[src/rtl/cascadable_mod_counter.sv]
// Parametrised modulo-MODULUS counter with load, clear, enp/ent enables and a
// combinational ripple carry for cascading. Define CNT_UPDOWN_EN to add the up/down input.
module cascadable_mod_counter #(
  parameter int unsigned     WIDTH   = 4,
  parameter longint unsigned MODULUS = 10,
  parameter int unsigned     WRAPW   = 8
) (
  input  logic             clk,
  input  logic             rst,
  input  logic             clr,
  input  logic             ld,
  input  logic [WIDTH-1:0] d,
  input  logic             enp,
  input  logic             ent,
`ifdef CNT_UPDOWN_EN
  input  logic             up,
`endif
  input  logic             wrap_clr,
  output logic [WIDTH-1:0] q,
  output logic             rco,
  output logic             tc_pulse,
  output logic [WRAPW-1:0] wrap_cnt
);

  generate
    if (WIDTH < 1 || WIDTH > 32) begin : g_bad_width
      $error("cascadable_mod_counter: WIDTH must be 1..32");
    end
    if (MODULUS < 2 || MODULUS > (64'd1 << WIDTH)) begin : g_bad_modulus
      $error("cascadable_mod_counter: MODULUS must be 2..2**WIDTH");
    end
  endgenerate

  localparam logic [WIDTH-1:0] TOP = WIDTH'(MODULUS - 64'd1);

  logic [WIDTH-1:0] q_q, q_d;
  logic             tc_pulse_q, tc_pulse_d;
  logic [WRAPW-1:0] wrap_cnt_q, wrap_cnt_d;
  logic             up_mode;
  logic             tc;
  logic             count_en;
  logic             wrap_event;
  logic [WIDTH-1:0] cnt_next;

`ifdef CNT_UPDOWN_EN
  assign up_mode = up;
`else
  assign up_mode = 1'b1;
`endif

  always_comb begin
    tc         = 1'b0;
    count_en   = enp & ent;
    wrap_event = 1'b0;
    cnt_next   = q_q;
    q_d        = q_q;
    wrap_cnt_d = wrap_cnt_q;

    if (up_mode) begin
      tc       = (q_q == TOP);
      // Anything at or above the top value (including out-of-range loads) returns to 0.
      cnt_next = (q_q >= TOP) ? '0 : q_q + WIDTH'(1);
    end else begin
      tc = (q_q == '0);
      if (q_q == '0 || q_q > TOP) begin
        cnt_next = TOP;
      end else begin
        cnt_next = q_q - WIDTH'(1);
      end
    end

    if (clr) begin
      q_d = '0;
    end else if (ld) begin
      q_d = d;
    end else if (count_en) begin
      q_d        = cnt_next;
      wrap_event = tc;
    end

    tc_pulse_d = wrap_event;

    if (wrap_clr) begin
      wrap_cnt_d = '0;
    end else if (wrap_event && wrap_cnt_q != {WRAPW{1'b1}}) begin
      wrap_cnt_d = wrap_cnt_q + WRAPW'(1);
    end
  end

  always_ff @(posedge clk) begin
    if (rst) begin
      q_q        <= '0;
      tc_pulse_q <= 1'b0;
      wrap_cnt_q <= '0;
    end else begin
      q_q        <= q_d;
      tc_pulse_q <= tc_pulse_d;
      wrap_cnt_q <= wrap_cnt_d;
    end
  end

  // Carry is deliberately unregistered so a cascaded stage sees it on the same edge.
  assign rco      = ent & tc;
  assign q        = q_q;
  assign tc_pulse = tc_pulse_q;
  assign wrap_cnt = wrap_cnt_q;

endmodule

[config.mk]
export PLATFORM = sky130hd
export DESIGN_NAME = cascadable_mod_counter
export DESIGN_NICKNAME = d
export VERILOG_FILES = /design/src/rtl/cascadable_mod_counter.sv
export SDC_FILE = /design/constraint.sdc
export NUM_CORES = 1
export LEC_CHECK = 0
export CAP_MARGIN = 25
export CORE_MARGIN = 2
export CORE_UTILIZATION = 49
export CTS_BUF_LIST = sky130_fd_sc_hd__clkbuf_2
export CTS_CLUSTER_SIZE = 25
export DETAILED_ROUTE_END_ITERATION = 10
export PLACE_DENSITY = 0.95
export SKIP_CTS_REPAIR_TIMING = 1
export SYNTH_ARGS = -nofsm -noshare
export SYNTH_HDL_FRONTEND = slang
export SYNTH_SLANG_ARGS = --single-unit
[constraint.sdc]
create_clock -name clk -period 4.21 [get_ports clk]
set_input_delay 0.6315 -clock clk [delete_from_list [all_inputs] [get_ports clk]]
set_output_delay 0.6315 -clock clk [all_outputs]
set_load 0.01 [all_outputs]
Yosys cells after proc, flatten, opt, wreduce, memory -nomap -nowiden
Index checks and enable logic that the tools add are counted.

cells by class
  shift-type cells = 0
  bitwise gates (word level) = 2
  reduce and logical (&&, ||, !) cells = 4
  $add $sub $neg = 2
  div/mod/pow operators = 0
  multiply operators = 0
  magnitude comparators = 1
  mux-type cells = 6
  equal/unequal tests = 2

operators by type and width
  kind                   number
  $mux W4                3
  $add A8 B1 Y8 const B  1
  $ne A8 B8 Y1 const B   1
  $add A4 B1 Y4 const B  1
  $eq A4 B4 Y1 const B   1
  $ge A4 B4 Y1 const B   1
  $reduce_or A2 Y1       2
  $mux W1                3
  $and A1 B1 Y1          2
  $reduce_bool A2 Y1     1
  $logic_and A1 B1 Y1    1

word-level totals
  latch bits = 0
  memories = 0
  bits in read-only memories = 0
  input bits = 11
  bits in registers = 13
  RAM bits = 0

Longest topological paths before layout
Gate-level depths: netlist (run 1).

  word-level depth = 5
  mapped depth = 7
  mapped depth without buffers = 6

Least setup slack after synthesis (run 1)
No wires, ideal clock.

  kind = input to register
  from = input port ld
  to = register wrap_cnt_q[5], in the netlist wrap_cnt[5]
  slack = 2444 ps
  stages = 6
  buffers on the path = 2
  data arrival time = 1696 ps
  cell sequence = buf_6 and4bb_1 o211ai_2 buf_6 or3_1 a21oi_1

between the ends
  word-level cells in the longest chain between the ends = 3

ends and longest elaborated chain
  item                  RTL line  source
  from (decl)           11        input logic ld,
  $mux W1               74        end else if (ld) begin
  $mux W1               72        if (clr) begin
  $logic_and A1 B1 Y1   85        end else if (wrap_event && wrap_cnt_q != {WRAPW{1'b1}}) begin
  to (signal assigned)  98        wrap_cnt_q <= wrap_cnt_d;
  to (decl)             38        logic [WRAPW-1:0] wrap_cnt_q, wrap_cnt_d;

Every way passes these cells.
A chain may end at the register's enable or synchronous reset.

Worst setup path in the final report (run 1)
  from = register q_q[1], in the netlist q[1]
  to = output port rco

between the ends
  word-level cells in the longest chain between the ends = 2

ends and longest elaborated chain
  item                    RTL line  source
  from (decl)             36        logic [WIDTH-1:0] q_q, q_d;
  from (signal assigned)  96        q_q <= q_d;
  $eq A4 B4 Y1            60        tc = (q_q == TOP);
  $and A1 B1 Y1           103       assign rco = ent & tc;
  to (decl)               20        output logic rco,

Every way passes these cells.

==> impl_metrics.toml, run 1 <==
[yosys]
yosysMostFrequentCell = "dfxtp_1"
synth_area_um2 = 731
ys_async_sr_fraction_pct = 0
synth_seq_area_share_pct = 35.6
synthesis.nets = 98
synth_top_area_share_pct = 35.6
yosysTopAreaCell = "dfxtp_1"
yosysWarnings = 0
synth-main-ff-cell = "dfxtp_1"
synth-edff-count = 0
ys_ff_latch = 13
yosys-top-cells-area = "dfxtp_1 36%, a21oi_1 6.8%, ha_1 6.8%"
synth_common_cells = "13 x dfxtp_1, 10 x a21oi_1, 7 x nand3_1"
avgSynthCellArea_um2 = 8.80
syn_inst = 83
synthDistinctLibCells = 31

[timing]
fin_crit_sh_pct = 60.3
tns_ns = 0
rsz0062_at_grt = "false"
fin_skew_ns = 0.00940
hold_violations = 0
fmax_ghz = 0.394
drv_slew = 0
tightest_slew_ns = 0.537
period_minus_slack_ns = 2.54
finalSetupViolCount = 0
relSlewSlack_pct = 64.1

[routing]
vias = 742
drt_iter0_drc = 29
wirelength_mm = 1.71
drc = 0
wl_per_cell_um = 13.9
ant_nets = 0
firstDrtPassIters = 4
viasPerCell = 6.03

[global_route]
grt_pass1_vias = 644
overflow = 0
antenna_found_initial = 0
grt_max_degree = 15
grt_usage_pct = 20.1
grt_first_pass_wirelength_mm = 2.76

[hold_path]
min_to = "wrap_cnt[7]$_SDFFE_PP0P_"
min_path_cells = 2
hp-start = "wrap_cnt[7]$_SDFFE_PP0P_"
hp-class = "reg -> reg"

[power]
p_per_area_nw_per_um2 = 230
ir_drop_mv = 0.184
seqPwrFrac_pct = 56.4
p_sw_uw = 58.4
intPower_uw = 167
leakage_uw = 0.000362
p_comb_share_pct = 13.2
power.share.clock_pct = 30.3
swShare_pct = 25.9

[layout]
fillers = 102
seq_area_um2 = 260
diodes = 0
layout.nets = 124
stdcell_count = 123
drive_above_1_share_pct = 10.2
fin_area_um2 = 983
multi_input_area_um2 = 422
area_growth_pct = 34.6

[place]
hpwl_mm = 1.22
place.gp.congestion = 0.862
place_area_um2 = 963
placed_cells = 119
portBuffers = 24

[clock_tree]
cts_tree = "yes"
h-tree-depth = 1
cts-root-buf = "clkbuf_2"
worstSkewPairLatency_ns = 0.29
cts_sinks = 13
clk_pin_slew_worst_paths_ns = 0.13
cts_inserted_buffers = 3
cts_buffer_depth = 2

[floorplanning]
initial_core_util_pct = 54.1
num_rows = 13
core_area_um2 = 1350
die_y_um = 42.6
io_pins = 25
die_w_um = 42.6
die-area_um2 = 1820

[critical_path]
reg2reg_slack_ns = 2.31
crit_arrival_ns = 1.91
startpoint_type = "flop"
reg2reg_to = "wrap_cnt[7]$_SDFFE_PP0P_"
r2r_cells = 5
critPathMaxStageDelay_ns = 0.47
critical_path.max_fanout = 5
setup.worst_path.class = "reg -> out"
cp.required_ns = 3.58
crit_path_end_kind = "primary output"
crit_slowest_cell = "clkdlybuf4s50_1"
crit_chain = "inv_1, ha_1, and3b_2, and2_1, clkdlybuf4s50_1"
regToRegStartpoint = "q[0]$_SDFFE_PP0P_"

[job]
maxCapViolCount = 0

[outcome]
status = "finished clean"
placed cells by master, fill, tap and decap left out, drive strengths merged, types with 2 or more instances in the layout:
| cell | Yosys | final |
|---|---|---|
| clkdlybuf4s50 | 0 | 24 |
| dfxtp | 13 | 13 |
| a21oi | 10 | 10 |
| nand3 | 7 | 7 |
| inv | 6 | 6 |
| nand2 | 5 | 5 |
| o21ai | 4 | 4 |
| or3 | 4 | 4 |
| ha | 4 | 4 |
| clkbuf | 0 | 4 |
| and2 | 2 | 2 |
| or2 | 2 | 2 |
| a221oi | 2 | 2 |
| o31ai | 2 | 2 |
| or4 | 2 | 2 |
| nor2 | 2 | 2 |
kinds of logic after synthesis:
kind of cell / Yosys count / synth area share (%)
compound gates: 22 / 19.9
xor+xnor: 1 / 1.20
fa+ha+maj: 4 / 6.85
buf+inv: 9 / 6.68
flops: 13 / 35.6
mux: 2 / 2.91
simple gates: 32 / 26.9
worst max-delay path by stage:
stage                 startpoint                        to  slack, ns  cells after the start
3_5_place_dp                  ld  wrap_cnt[7]$_SDFFE_PP0P_       1.73                      5
2_1_floorplan                 ld  wrap_cnt[5]$_SDFFE_PP0P_       2.44                      6
3_3_place_gp                 ent                       rco       1.76                      3
4_1_cts        q[1]$_SDFFE_PP0P_                       rco       1.68                      5
6_report       q[1]$_SDFFE_PP0P_                       rco       1.67                      5
5_1_grt        q[1]$_SDFFE_PP0P_                       rco       1.62                      5
critical path: cells and delay by family (launching register included):
family | cells | cell delay [ns]
fa+ha+maj | 1 | 0.23
buf+inv | 2 | 0.58
flops | 1 | 0.44
simple gates | 2 | 0.38
metal layers:
metal  vias up  global-route usage, %  part of all wire [%]
met2        38                   31.7                    47
met3         7                   5.17                   5.8
met5         -                      0                     0
li1        358                      -                     -
met4         0                   12.5                   3.1
met1       339                   24.1                    44
area by class of cell:
| cell class | instances | share of cell area [%] |
|---|---|---|
| Clock buffer | 4 | 2.04 |
| Inverter | 6 | 2.29 |
| Multi-Input combinational cell | 61 | 42.9 |
| Sequential cell | 13 | 26.5 |
| Tap cell | 15 | 1.91 |
| Timing Repair Buffer | 24 | 24.4 |
per-stage QoR:
| step | hold WS, ns | utilization, % | total power [µW] | setup slack (ns) |
|---|---|---|---|---|
| detailed placement | 0.492 | 71.4 | 159 | 1.73 |
| global placement | 0.479 | 71.4 | 158 | 1.76 |
| global route | 0.553 | 72.8 | 233 | 1.62 |
| floorplan | 0.509 | - | 144 | 2.44 |
| finish | 0.509 | 72.8 | 226 | 1.67 |
| CTS | 0.510 | 72.8 | 225 | 1.68 |
power by group through the flow:
| stage | clock network (µW) | logic, µW | registers (µW) |
|---|---|---|---|
| final | 68.5 | 29.9 | 127 |
| after global routing | 73.4 | 32.4 | 128 |
| after CTS | 67.7 | 29.8 | 127 |
| after detailed placement | 0 | 29.3 | 130 |
| after global placement | 0 | 28.5 | 130 |
| after floorplan | 0 | 13.8 | 130 |
flip-flops by register name, indices dropped and copies added (netlist names):
name      count
tc_pulse      1
wrap_cnt      8
q             4
Power figures use the tool's default switching activity.
==> run 2: changes to the inputs <==
--- a/config.mk
+++ b/config.mk
@@ -7,11 +7,11 @@
 export LEC_CHECK = 0
 export CAP_MARGIN = 25
 export CORE_MARGIN = 2
-export CORE_UTILIZATION = 49
+export CORE_UTILIZATION = 41
 export CTS_BUF_LIST = sky130_fd_sc_hd__clkbuf_2
 export CTS_CLUSTER_SIZE = 25
 export DETAILED_ROUTE_END_ITERATION = 10
-export PLACE_DENSITY = 0.95
+export PLACE_DENSITY = 0.88
 export SKIP_CTS_REPAIR_TIMING = 1
 export SYNTH_ARGS = -nofsm -noshare
 export SYNTH_HDL_FRONTEND = slang
==> constraint.sdc (replaced) <==
create_clock -name clk -period 2.3 [get_ports clk]
set_input_delay 0.345 -clock clk [delete_from_list [all_inputs] [get_ports clk]]
set_output_delay 0.345 -clock clk [all_outputs]
set_load 0.01 [all_outputs]
==> run 2 against run 1 <==
Total power grew 80%. Non-clock buffer count grew 1. Final cell count grew 8.9%. First-iteration DRC count shrank 86%. Cell area grew 2.0%. Worst setup slack lost 1.6 ns. Critical path type unchanged. Largest power group unchanged.
==> impl_metrics.toml, run 2 (synthesized netlist as in run 1, its figures left out) <==
[outcome]
status = "finished clean"

[global_route]
antenna_found_initial = 0
grt_util_met1_pct = 21.4
grt_max_degree = 15
grt_pass1_vias = 687
grt_first_pass_wirelength_mm = 2.71
grt_usage_pct = 17.6
top_usage_layer = "met2"
grtUsageMet2_pct = 28.9
use_met3_pct = 3.53
overflow = 0

[power]
ir_drop_mv = 0.284
p_sw_uw = 98.4
swShare_pct = 24.3
intPower_uw = 307
p_comb_share_pct = 13.6
totalPowerFinal_uw = 406
power.share.clock_pct = 28.9
seqPwrFrac_pct = 57.5
p_per_area_nw_per_um2 = 404
leakage_uw = 0.000367

[critical_path]
regToRegStartpoint = "q[0]$_SDFFE_PP0P_"
setup.worst_path.class = "reg -> out"
reg2reg_slack_ns = 0.41
crit_arrival_ns = 1.85
r2r_cells = 5
cp.required_ns = 1.96
crit_path_end_kind = "primary output"
reg2reg_to = "wrap_cnt[7]$_SDFFE_PP0P_"
startpoint_type = "flop"
critical_path.max_fanout = 5

[place]
hpwl_mm = 1.29
place.gp.congestion = 0.784
portBuffers = 24

[layout]
area_growth_pct = 37.3
fillers = 166
final_cell_mix = "24 x clkdlybuf4s50_1, 13 x dfxtp_1, 10 x a21oi_1"
layout.nets = 125
drive_above_1_share_pct = 11.0
final_common_cell = "clkdlybuf4s50_1"
diodes = 0
largest_reg_flops = 8

[hold_path]
min_to = "wrap_cnt[6]$_SDFFE_PP0P_"
hp-start = "wrap_cnt[6]$_SDFFE_PP0P_"
hp-class = "reg -> reg"
min_path_cells = 2

[floorplanning]
die_y_um = 46.2
die-area_um2 = 2140
num_rows = 15
core_area_um2 = 1710
io_pins = 25
die_w_um = 46.2
initial_core_util_pct = 42.8

[timing]
drv_slew = 0
tightest_slew_ns = 0.529
fin_skew_ns = 0.00369
fin_crit_sh_pct = 95.3
hold_violations = 0
rsz0062_at_grt = "false"
period_minus_slack_ns = 2.19
finalSetupViolCount = 0
tns_ns = 0
relSlewSlack_pct = 64.6
fmax_ghz = 0.456

[routing]
drc = 0
wl_per_cell_um = 12.2
wirelength_mm = 1.64
viasPerCell = 5.57
vias = 746
drt_iter0_drc = 4
ant_nets = 0
firstDrtPassIters = 4

[clock_tree]
cts-root-buf = "clkbuf_2"
cts_tree = "yes"
clk_pin_slew_worst_paths_ns = 0.12
worstSkewPairLatency_ns = 0.26
cts_inserted_buffers = 3
cts_buffer_depth = 2
h-tree-depth = 1
cts_sinks = 13

[job]
maxCapViolCount = 0
==> run 2: changes by cell type in the layout (fill, tap and decap cells not counted), sizes merged <==
cell	change
buf	+1
==> run 2: worst max path at each step <==
stage,start,endpoint,slack [ns],cells after the start
3_5_place_dp,enp,wrap_cnt[7]$_SDFFE_PP0P_,0.21,5
4_1_cts,q[1]$_SDFFE_PP0P_,rco,0.1,5
5_1_grt,q[1]$_SDFFE_PP0P_,rco,0.02,5
6_report,q[1]$_SDFFE_PP0P_,rco,0.11,5
3_3_place_gp,ent,wrap_cnt[7]$_SDFFE_PP0P_,0.29,5
2_1_floorplan,q[0]$_SDFFE_PP0P_,wrap_cnt[5]$_SDFFE_PP0P_,0.71,6
==> run 2: final cells by class <==
cell class	instances	area [µm²]	share of cell area (%)
flip-flops and latches	13	260	25.9
multi-input cells	61	422	42.0
inverters	6	22.5	2.24
well taps	25	31.3	3.12
repair buffers	25	248	24.7
clock buffers	4	20.0	2.00
==> run 2: layer usage <==
metal	share of wire [%]	up-vias
met5	0	-
met4	0.98	0
met3	4.9	4
met2	50	25
met1	44	354
li1	-	363
==> run 2: critical path: stages, from the launching register on <==
cell and delay (ns):
dfxtp_1 0.45, inv_1 0.09, ha_1 0.19, and3b_2 0.22, and2_1 0.16, clkdlybuf4s50_1 0.47
==> run 2: metrics by stage <==
| stage | utilization, % | hold WS [ns] | setup WS (ns) | instances | instance area, µm² |
|---|---|---|---|---|---|
| finish | 58.8 | 0.516 | 0.109 | 134 | 1000 |
| global route | 58.8 | 0.555 | 0.0247 | 134 | 1000 |
| CTS | 58.8 | 0.519 | 0.0982 | 134 | 1000 |
| detailed placement | 57.6 | 0.504 | 0.212 | 130 | 983 |
| global placement | 57.6 | 0.488 | 0.286 | 130 | 983 |
| floorplan | - | 0.486 | 0.712 | 83 | 731 |
==> run 2: power by group through the flow <==
| stage | logic [µW] | registers [µW] | clock network, µW |
|---|---|---|---|
| floorplan | 25.3 | 238 | 0 |
| global placement | 53.8 | 238 | 0 |
| detailed placement | 55.0 | 238 | 0 |
| CTS | 55.3 | 233 | 118 |
| global route | 61.1 | 234 | 131 |
| finish | 55.3 | 233 | 117 |
